**src/rtl/bus_arbiter_pkg.sv**
```systemverilog
// Shared types for the round-robin bus arbiter: FSM state encoding and the
// wide owner index used to remember the last granted requester.
package bus_arbiter_pkg;

   typedef enum logic [1:0] {
      IDLE    = 2'd0,
      REQ     = 2'd1,
      OWN     = 2'd2,
      RELEASE = 2'd3
   } state_e;

   // Wide enough for the largest supported requester count (16).
   localparam int OWNER_MAX_W = 4;
   typedef logic [OWNER_MAX_W-1:0] owner_t;

endpackage

```
**src/rtl/bus_arbiter_rr_pick.sv**
```systemverilog
// Combinational round-robin selector: first set bit of req searching upward
// from last+1, wrapping to index 0.
module rr_pick
   import bus_arbiter_pkg::*;
#(
   parameter int N_REQ = 4,
   parameter int IDX_W = $clog2(N_REQ)
) (
   input  logic [N_REQ-1:0] req,
   input  owner_t           last,
   output logic             valid,
   output logic [IDX_W-1:0] index
);

   logic             hi_found;
   logic [IDX_W-1:0] hi_idx;
   logic [IDX_W-1:0] lo_idx;

   // Scanning downward leaves the lowest qualifying index in each candidate.
   always_comb begin
      hi_found = 1'b0;
      hi_idx   = '0;
      lo_idx   = '0;
      for (int j = N_REQ - 1; j >= 0; j--) begin
         if (req[j]) begin
            lo_idx = IDX_W'(j);
            if (j > int'(last)) begin
               hi_found = 1'b1;
               hi_idx   = IDX_W'(j);
            end
         end
      end
      valid = |req;
      index = hi_found ? hi_idx : lo_idx;
   end

endmodule

```
**src/rtl/bus_arbiter.sv**
```systemverilog
// Round-robin arbiter sharing one slave request/grant port among N_REQ masters,
// with a per-grant hold limit. All outputs come straight from flops.
module bus_arbiter
   import bus_arbiter_pkg::*;
#(
   parameter int N_REQ    = 4,
   parameter int DATA_W   = 8,
   parameter int MAX_HOLD = 16
) (
   input  logic                      clk,
   input  logic                      rst_n,
   input  logic [N_REQ-1:0]          m_req,
   input  logic [N_REQ*DATA_W-1:0]   m_data,
   output logic [N_REQ-1:0]          m_gnt,
   output logic                      s_req,
   output logic [DATA_W-1:0]         s_data,
   input  logic                      s_gnt,
   output logic [$clog2(N_REQ)-1:0]  owner,
   output logic                      busy
);

   localparam int OW = $clog2(N_REQ);
   localparam int CW = $clog2(MAX_HOLD);

   state_e            state_q, state_d;
   logic [OW-1:0]     owner_q, owner_d;
   owner_t            last_owner_q, last_owner_d;
   logic [CW-1:0]     hold_q, hold_d;
   logic [N_REQ-1:0]  m_gnt_q, m_gnt_d;
   logic              s_req_q, s_req_d;
   logic [DATA_W-1:0] s_data_q, s_data_d;
   logic [OW-1:0]     owner_out_q, owner_out_d;
   logic              busy_q, busy_d;

   logic              pick_valid;
   logic [OW-1:0]     pick_idx;
   logic [DATA_W-1:0] sel_data;
   logic              hold_cap;

   rr_pick #(.N_REQ(N_REQ), .IDX_W(OW)) u_pick (
      .req   (m_req),
      .last  (last_owner_q),
      .valid (pick_valid),
      .index (pick_idx)
   );

   always_comb begin
      sel_data = '0;
      for (int j = 0; j < N_REQ; j++) begin
         if (owner_q == OW'(j)) sel_data = m_data[j*DATA_W +: DATA_W];
      end
   end

   assign hold_cap = (hold_q == CW'(MAX_HOLD - 1));

   // Handshake: s_req stays high from REQ through OWN; the slave asserts s_gnt
   // to hand over the bus and may drop it at any time to preempt the owner.
   // An aborted request (owner drops m_req in REQ) leaves last_owner alone.
   always_comb begin
      state_d      = state_q;
      owner_d      = owner_q;
      last_owner_d = last_owner_q;
      hold_d       = hold_q;
      case (state_q)
         IDLE: begin
            if (pick_valid) begin
               state_d = REQ;
               owner_d = pick_idx;
            end
         end
         REQ: begin
            if (!m_req[owner_q]) begin
               state_d = IDLE;
            end else if (s_gnt) begin
               state_d      = OWN;
               last_owner_d = owner_t'(owner_q);
               hold_d       = '0;
            end
         end
         OWN: begin
            if (!m_req[owner_q] || !s_gnt || hold_cap) begin
               state_d = RELEASE;
            end else begin
               hold_d = hold_q + 1'b1;
            end
         end
         RELEASE: state_d = IDLE;
         default: state_d = IDLE;
      endcase
   end

   always_comb begin
      m_gnt_d     = '0;
      s_req_d     = 1'b0;
      s_data_d    = '0;
      owner_out_d = '0;
      busy_d      = (state_q != IDLE);
      if (state_q == REQ || state_q == OWN) begin
         s_req_d  = 1'b1;
         s_data_d = sel_data;
      end
      if (state_q != IDLE) owner_out_d = owner_q;
      if (state_q == OWN) m_gnt_d[owner_q] = 1'b1;
   end

   always_ff @(posedge clk) begin
      if (!rst_n) begin
         state_q      <= IDLE;
         owner_q      <= '0;
         last_owner_q <= owner_t'(N_REQ - 1);
         hold_q       <= '0;
         m_gnt_q      <= '0;
         s_req_q      <= 1'b0;
         s_data_q     <= '0;
         owner_out_q  <= '0;
         busy_q       <= 1'b0;
      end else begin
         state_q      <= state_d;
         owner_q      <= owner_d;
         last_owner_q <= last_owner_d;
         hold_q       <= hold_d;
         m_gnt_q      <= m_gnt_d;
         s_req_q      <= s_req_d;
         s_data_q     <= s_data_d;
         owner_out_q  <= owner_out_d;
         busy_q       <= busy_d;
      end
   end

   assign m_gnt  = m_gnt_q;
   assign s_req  = s_req_q;
   assign s_data = s_data_q;
   assign owner  = owner_out_q;
   assign busy   = busy_q;

endmodule
```
**config.mk**
```make
export PLATFORM = sky130hd
export DESIGN_NAME = bus_arbiter
export DESIGN_NICKNAME = d
export VERILOG_FILES = /design/src/rtl/bus_arbiter_pkg.sv /design/src/rtl/bus_arbiter_rr_pick.sv /design/src/rtl/bus_arbiter.sv
export SDC_FILE = /design/constraint.sdc
export NUM_CORES = 1
export LEC_CHECK = 0
export CAP_MARGIN = 20
export CORE_ASPECT_RATIO = 1.25
export CORE_MARGIN = 1
export CORE_UTILIZATION = 41
export DETAILED_ROUTE_END_ITERATION = 10
export PLACE_DENSITY = 0.84
export SETUP_SLACK_MARGIN = 0.4
export SLEW_MARGIN = 20
export SYNTH_ARGS = -nofsm -noshare
export SYNTH_HDL_FRONTEND = slang
export SYNTH_SLANG_ARGS = --single-unit
export TNS_END_PERCENT = 20
```
**constraint.sdc**
```tcl
create_clock -name clk -period 1.7 [get_ports clk]
set_input_delay 0.17 -clock clk [delete_from_list [all_inputs] [get_ports clk]]
set_output_delay 0.17 -clock clk [all_outputs]
set_load 0.1 [all_outputs]
```
Yosys cells after proc, flatten, opt, wreduce, memory -nomap -nowiden
Cells that the tools add are included.
{ "op_classes": {"reduce_logical": 18, "addsub": 1, "mux": 35, "eq_ne": 13, "magnitude_cmp": 5} }
{ "op_table": {"columns": ["cell", "count"], "rows": [
  ["2-to-1 mux 8 bit", 4],
  ["2-to-1 mux 2 bit", 15],
  ["2-to-1 mux 4 bit", 3],
  ["!= test 2 bit (second input constant)", 5],
  ["2-to-1 mux 1 bit", 9],
  ["equality test 2 bit (second input constant)", 4],
  ["one-hot mux 2 bit (4 select lines)", 1],
  ["one-hot mux 4 bit (2 select lines)", 1],
  ["AND reduction 2 bit", 4],
  ["AND reduction 3 bit", 2],
  ["adder 4 x 1 -> 4 bit (second input constant)", 1],
  ["equality test 2 x 1 -> 1 bit (second input constant)", 2],
  ["equality test 4 bit (second input constant)", 1],
  ["greater-than comparator 2 bit (first input constant)", 2],
  ["zero test 2 bit", 2],
  ["AND reduction 4 bit", 1],
  ["nonzero test 2 bit", 2],
  ["OR reduction 4 bit", 1],
  ["logical OR 1 bit", 3],
  ["< comparator 2 x 3 -> 1 bit (second input constant)", 1],
  ["!= test 3 bit (second input constant)", 1],
  ["binary-select mux 1 bit (select 2 bit)", 1],
  ["demux 1 bit (select 2 bit)", 1],
  [">= comparator 2 x 1 -> 1 bit (second input constant)", 1],
  ["3 further kinds", 4]
]} }
{ "totals": {"word_cells": 81, "reg_bits": 26, "output_inout_bits": 16, "inputBits": 39} }

Logic depth before layout (Yosys ltp)
{ "logic_depth": {"ltp_word": 8, "depth_mapped": 6, "depth_no_buf": 6} }

Cells and area by module
A second synthesis with hierarchy kept.
{ "hier_totals": {"cells_unflattened": 132, "hier_area_um2": 1355.0} }
{ "modules_own_cells": {"columns": ["mod", "seq_area_each_um2", "area_each_um2", "n_inst", "cells_per_inst"], "rows": [
  ["bus_arbiter", 520.5, 1272.5, 1, 118],
  ["rr_pick", 0.0, 82.6, 1, 14]
]} }

Least setup slack after synthesis
OpenSTA, ideal clock, no wires.
{ "synth_path": {"kind": "register -> register", "startpoint": "register owner_q[0]", "endpoint": "register state_q[0]", "path_buffers": 0, "t_arrival_ns": 1.424, "setup_ns": 0.086, "path_slack_ns": 0.190, "required_ns": 1.614, "stages_incl_launch_ff": 5, "cell_sequence": "dfxtp_1 mux4_2 a22oi_1 a21oi_1 a211oi_1"} }
{ "synth_between": {"elab_chain_len": 7} }
{ "synth_lines": {"columns": ["element", "line", "text"], "rows": [
  ["start, declared", "bus_arbiter.sv:26", "logic [OW-1:0] owner_q, owner_d;"],
  ["start signal, assigned", "bus_arbiter.sv:119", "owner_q <= owner_d;"],
  ["binary-select mux 1 bit (select 2 bit) *", "bus_arbiter.sv:72, bus_arbiter.sv:81", null],
  ["2-to-1 mux 1 bit (implied by the code) *", "bus_arbiter.sv:72, bus_arbiter.sv:81", null],
  ["zero test 1 bit", "bus_arbiter.sv:81", "if (!m_req[owner_q] || !s_gnt || hold_cap) begin"],
  ["logical OR 1 bit (2 in a row)", "bus_arbiter.sv:81", null],
  ["!= test 2 bit (no source line)", null, null],
  ["AND reduction 3 bit (no source line)", null, null],
  ["end signal, assigned", "bus_arbiter.sv:118", "state_q <= state_d;"],
  ["end, declared", "bus_arbiter.sv:25", "state_e state_q, state_d;"]
]} }
Every way passes the cells marked *; elsewhere a longest branch is shown, timed or not. The select of a mux whose other input is x is not followed.
A chain may end at the register's enable or synchronous reset.

==> impl_metrics.sql <==
INSERT INTO impl_metrics (metric_group, metric, value, unit) VALUES
('critical_path', 'critical_path_endpoint_category', 'register', ''),
('timing', 'timing_max_transition_violations_final', '0', ''),
('finish', 'post_route_cells_drive_above_1_share', '0.280', ''),
('finish', 'area.sequential', '523', 'µm²'),
('floorplan', 'die-area', '3330', 'µm²'),
('critical_path', 'timing.critical_path.arrival', '1760', 'ps'),
('power', 'p_per_area', '840', 'nW/µm²'),
('power', 'vdd.ir_drop.worst', '0.559', 'mV'),
('timing', 'maxClockFrequency', '0.659', 'GHz'),
('finish', 'post_layout_nonfiller_instances', '225', ''),
('finish', 'final_cell_area', '1980', 'µm²'),
('power', 'combinational_fraction_of_design_power', '0.405', ''),
('global_routing', 'antenna_found_initial', '0', ''),
('power', 'intPower', '1.07', 'mW'),
('clock_network', 'cts-htree-levels', '1', ''),
('finish', 'antenna_cells_inserted', '0', ''),
('yosys', 'ys_seq_area_frac', '0.409', ''),
('global_routing', 'globalRoute.totalOverflow', '0', ''),
('placement', 'gpl.final_weighted_congestion', '0.843', ''),
('routing', 'vias_per_cell', '5.42', ''),
('finish', 'fin_nets', '234', ''),
('timing', 'timing_hold_violations_final', '0', ''),
('placement', 'post-place-cells', '220', ''),
('finish', 'footprint_of_the_multi_input_gates', '759', 'µm²'),
('finish', 'most_common_library_cell_in_the_layout_ignoring_fill_and_taps', 'clkdlybuf4s50_1', ''),
('power', 'share_clk_of_total_power', '0.186', ''),
('timing', 'max-slew-margin-rel', '0.786', ''),
('yosys', 'xor_and_xnor_fraction_of_the_mapped_netlist_area', '0', ''),
('routing', 'post-route-drc-count', '0', ''),
('timing', 'finalSetupViolCount', '0', ''),
('power', 'power.share.sequential', '0.409', ''),
('routing', 'dr.first_iter.drc_count', '27', ''),
('power', 'sw_frac_of_total', '0.360', ''),
('timing', 'timing.hold.ws', '492', 'ps'),
('yosys', 'ys.warnings.count', '0', ''),
('yosys', 'combinational_family_with_the_most_area_after_synthesis', 'multiplexers', ''),
('clock_network', 'ctsRootBufferMaster', 'clkbuf_4', ''),
('clock_network', 'hold_fix_buffer_count_after_cts', '0', ''),
('floorplan', 'die_h', '64.3', 'µm'),
('min_path', 'min-delay-path-class', 'reg2reg', ''),
('timing', 'tightest_slew', '320', 'ps'),
('yosys', 'yosys_register_bits', '26', ''),
('timing', 'post-route-min-period', '1520', 'ps'),
('outcome', 'run_status', 'completed', ''),
('critical_path', 'crit_required', '1940', 'ps'),
('clock_network', 'cts_buffers', '3', ''),
('clock_network', 'clock_sinks', '26', ''),
('power', 'p_leak', '0.804', 'nW'),
('clock_network', 'tritoncts', 'yes', ''),
('critical_path', 'critPathLaunchType', 'register', ''),
('critical_path', 'worst-path-max-fanout', '4', ''),
('floorplan', 'num_rows', '22', ''),
('routing', 'finalWirelength', '3.42', 'mm'),
('yosys', 'postSynthNetCount', '169', ''),
('global_routing', 'grt_max_degree', '15', ''),
('placement', 'detailedPlacementHpwl', '2.58', 'mm'),
('yosys', 'post_synth_instance_area', '1270', 'µm²'),
('clock_network', 'clock_latency', '310', 'ps'),
('global_routing', 'first_global_vias', '1194', ''),
('floorplan', 'core_area', '2950', 'µm²'),
('finish', 'layout.filler_cells', '214', ''),
('yosys', 'synth-simple-area-share', '0.194', ''),
('clock_network', 'clk_path_buf_depth', '2', ''),
('floorplan', 'io_pins', '55', ''),
('placement', 'io_buffer_count', '54', ''),
('routing', 'detailroute.via_count', '1219', ''),
('timing', 'timing.setup.tns', '0', 'ps'),
('routing', 'wl_per_cell', '15.2', 'µm'),
('finish', 'layout-area-overhead-vs-synth', '55.5', '%'),
('timing', 'final.period_utilization', '0.893', ''),
('routing', 'drt-pass1-iter-count', '7', '');
routing by layer:
metal / share of wire / routed length (µm) / up-vias / GRT usage
li1: - / - / 585 / -
met1: 0.38 / 1310 / 564 / 0.209
met2: 0.51 / 1750 / 66 / 0.394
met3: 0.098 / 335 / 4 / 0.0476
met4: 0.0085 / 29 / 0 / 0.0608
met5: 0 / 0 / - / 0
area by class of cell:
type / instances / area share
flip-flops and latches: 26 / 0.264
well taps: 36 / 0.0227
inverters: 7 / 0.0133
clock buffers: 4 / 0.0183
multi-input cells: 86 / 0.383
repair buffers: 66 / 0.298
cell families (layout without fill, tap and decap cells):
family / after synthesis / after routing
simple gates: 48 / 48
compound gates: 20 / 20
mux: 13 / 13
flops: 26 / 26
buf+inv: 13 / 77
fa+ha+maj: 5 / 5
state kept, by name (all words and copies together) (netlist names), named ones only:
signal / flops
s_data: 8
hold_q: 4
m_gnt: 4
last_owner_q: 2
owner: 2
owner_q: 2
busy: 1
s_req: 1
state_q: 1
critical path, stage by stage (launching register included):
cell and delay (ps):
dfxtp_2 380, inv_1 100, ha_2 220, nor2b_1 150
a31o_2 240, nand2b_1 160, o32ai_2 190
path summary, 6_finish.rpt:
kind             start         to  slack (ps)  cells past startpoint
max           register   register         180                      6
min          hold_q[1]  hold_q[1]         490                      2
max reg2reg   register   register         180                      6
min reg2reg  hold_q[1]  hold_q[1]         490                      2
per-stage QoR:
step / total power [mW] / utilization / worst slack (ps)
floorplan: 1.12 / - / 298
global placement: 1.32 / 0.642 / 24.6
detailed placement: 1.33 / 0.642 / -51.6
CTS: 1.64 / 0.657 / 192
global route: 1.73 / 0.672 / 109
finish: 1.66 / 0.672 / 183
synth_stat cells:
| library cell | n | area, µm² |
|---|---|---|
| nor4_1 | 1 | 6.26 |
| nand4_1 | 1 | 6.26 |
| o32ai_1 | 1 | 8.76 |
| nor3_1 | 3 | 15.0 |
| nor2_1 | 6 | 22.5 |
| o22ai_1 | 1 | 6.26 |
| and4b_1 | 1 | 10.0 |
| ha_1 | 5 | 62.6 |
| o21a_1 | 1 | 7.51 |
| buf_2 | 1 | 5.00 |
| o221a_2 | 1 | 11.3 |
| dfxtp_1 | 26 | 521 |
| o21ai_0 | 3 | 15.0 |
| nand3_1 | 6 | 30.0 |
| o2111ai_1 | 1 | 8.76 |
| clkbuf_1 | 5 | 18.8 |
| and2_1 | 9 | 56.3 |
| a21o_1 | 1 | 7.51 |
| a22oi_1 | 1 | 7.51 |
| nand2_1 | 13 | 48.8 |
| or4_1 | 1 | 7.51 |
| nand3b_1 | 1 | 7.51 |
| a211oi_1 | 1 | 7.51 |
| o211ai_1 | 1 | 7.51 |
| mux2i_1 | 4 | 40.0 |
| mux4_2 | 7 | 158 |
| o221ai_1 | 3 | 26.3 |
| a21oi_1 | 4 | 20.0 |
| inv_1 | 7 | 26.3 |
| nand2b_1 | 2 | 12.5 |
| a31o_2 | 1 | 8.76 |
| and3_1 | 2 | 12.5 |
| nor2b_1 | 2 | 12.5 |
| mux4_1 | 2 | 52.6 |
power groups by stage:
stage	Sequential, mW	Combinational [mW]	Clock [mW]
after floorplan	0.891	0.226	0
after global placement	0.689	0.628	0
after detailed placement	0.691	0.641	0
after CTS	0.678	0.647	0.310
after global routing	0.685	0.711	0.334
final	0.680	0.675	0.309
timing repair:
action                                  4_1_cts  5_1_grt
resized for setup                             3        7
buffers inserted                              0        1
endpoints found under the setup margin       17       17
pin swaps                                     1        1
No activity file was read; power rests on OpenSTA's default activity.
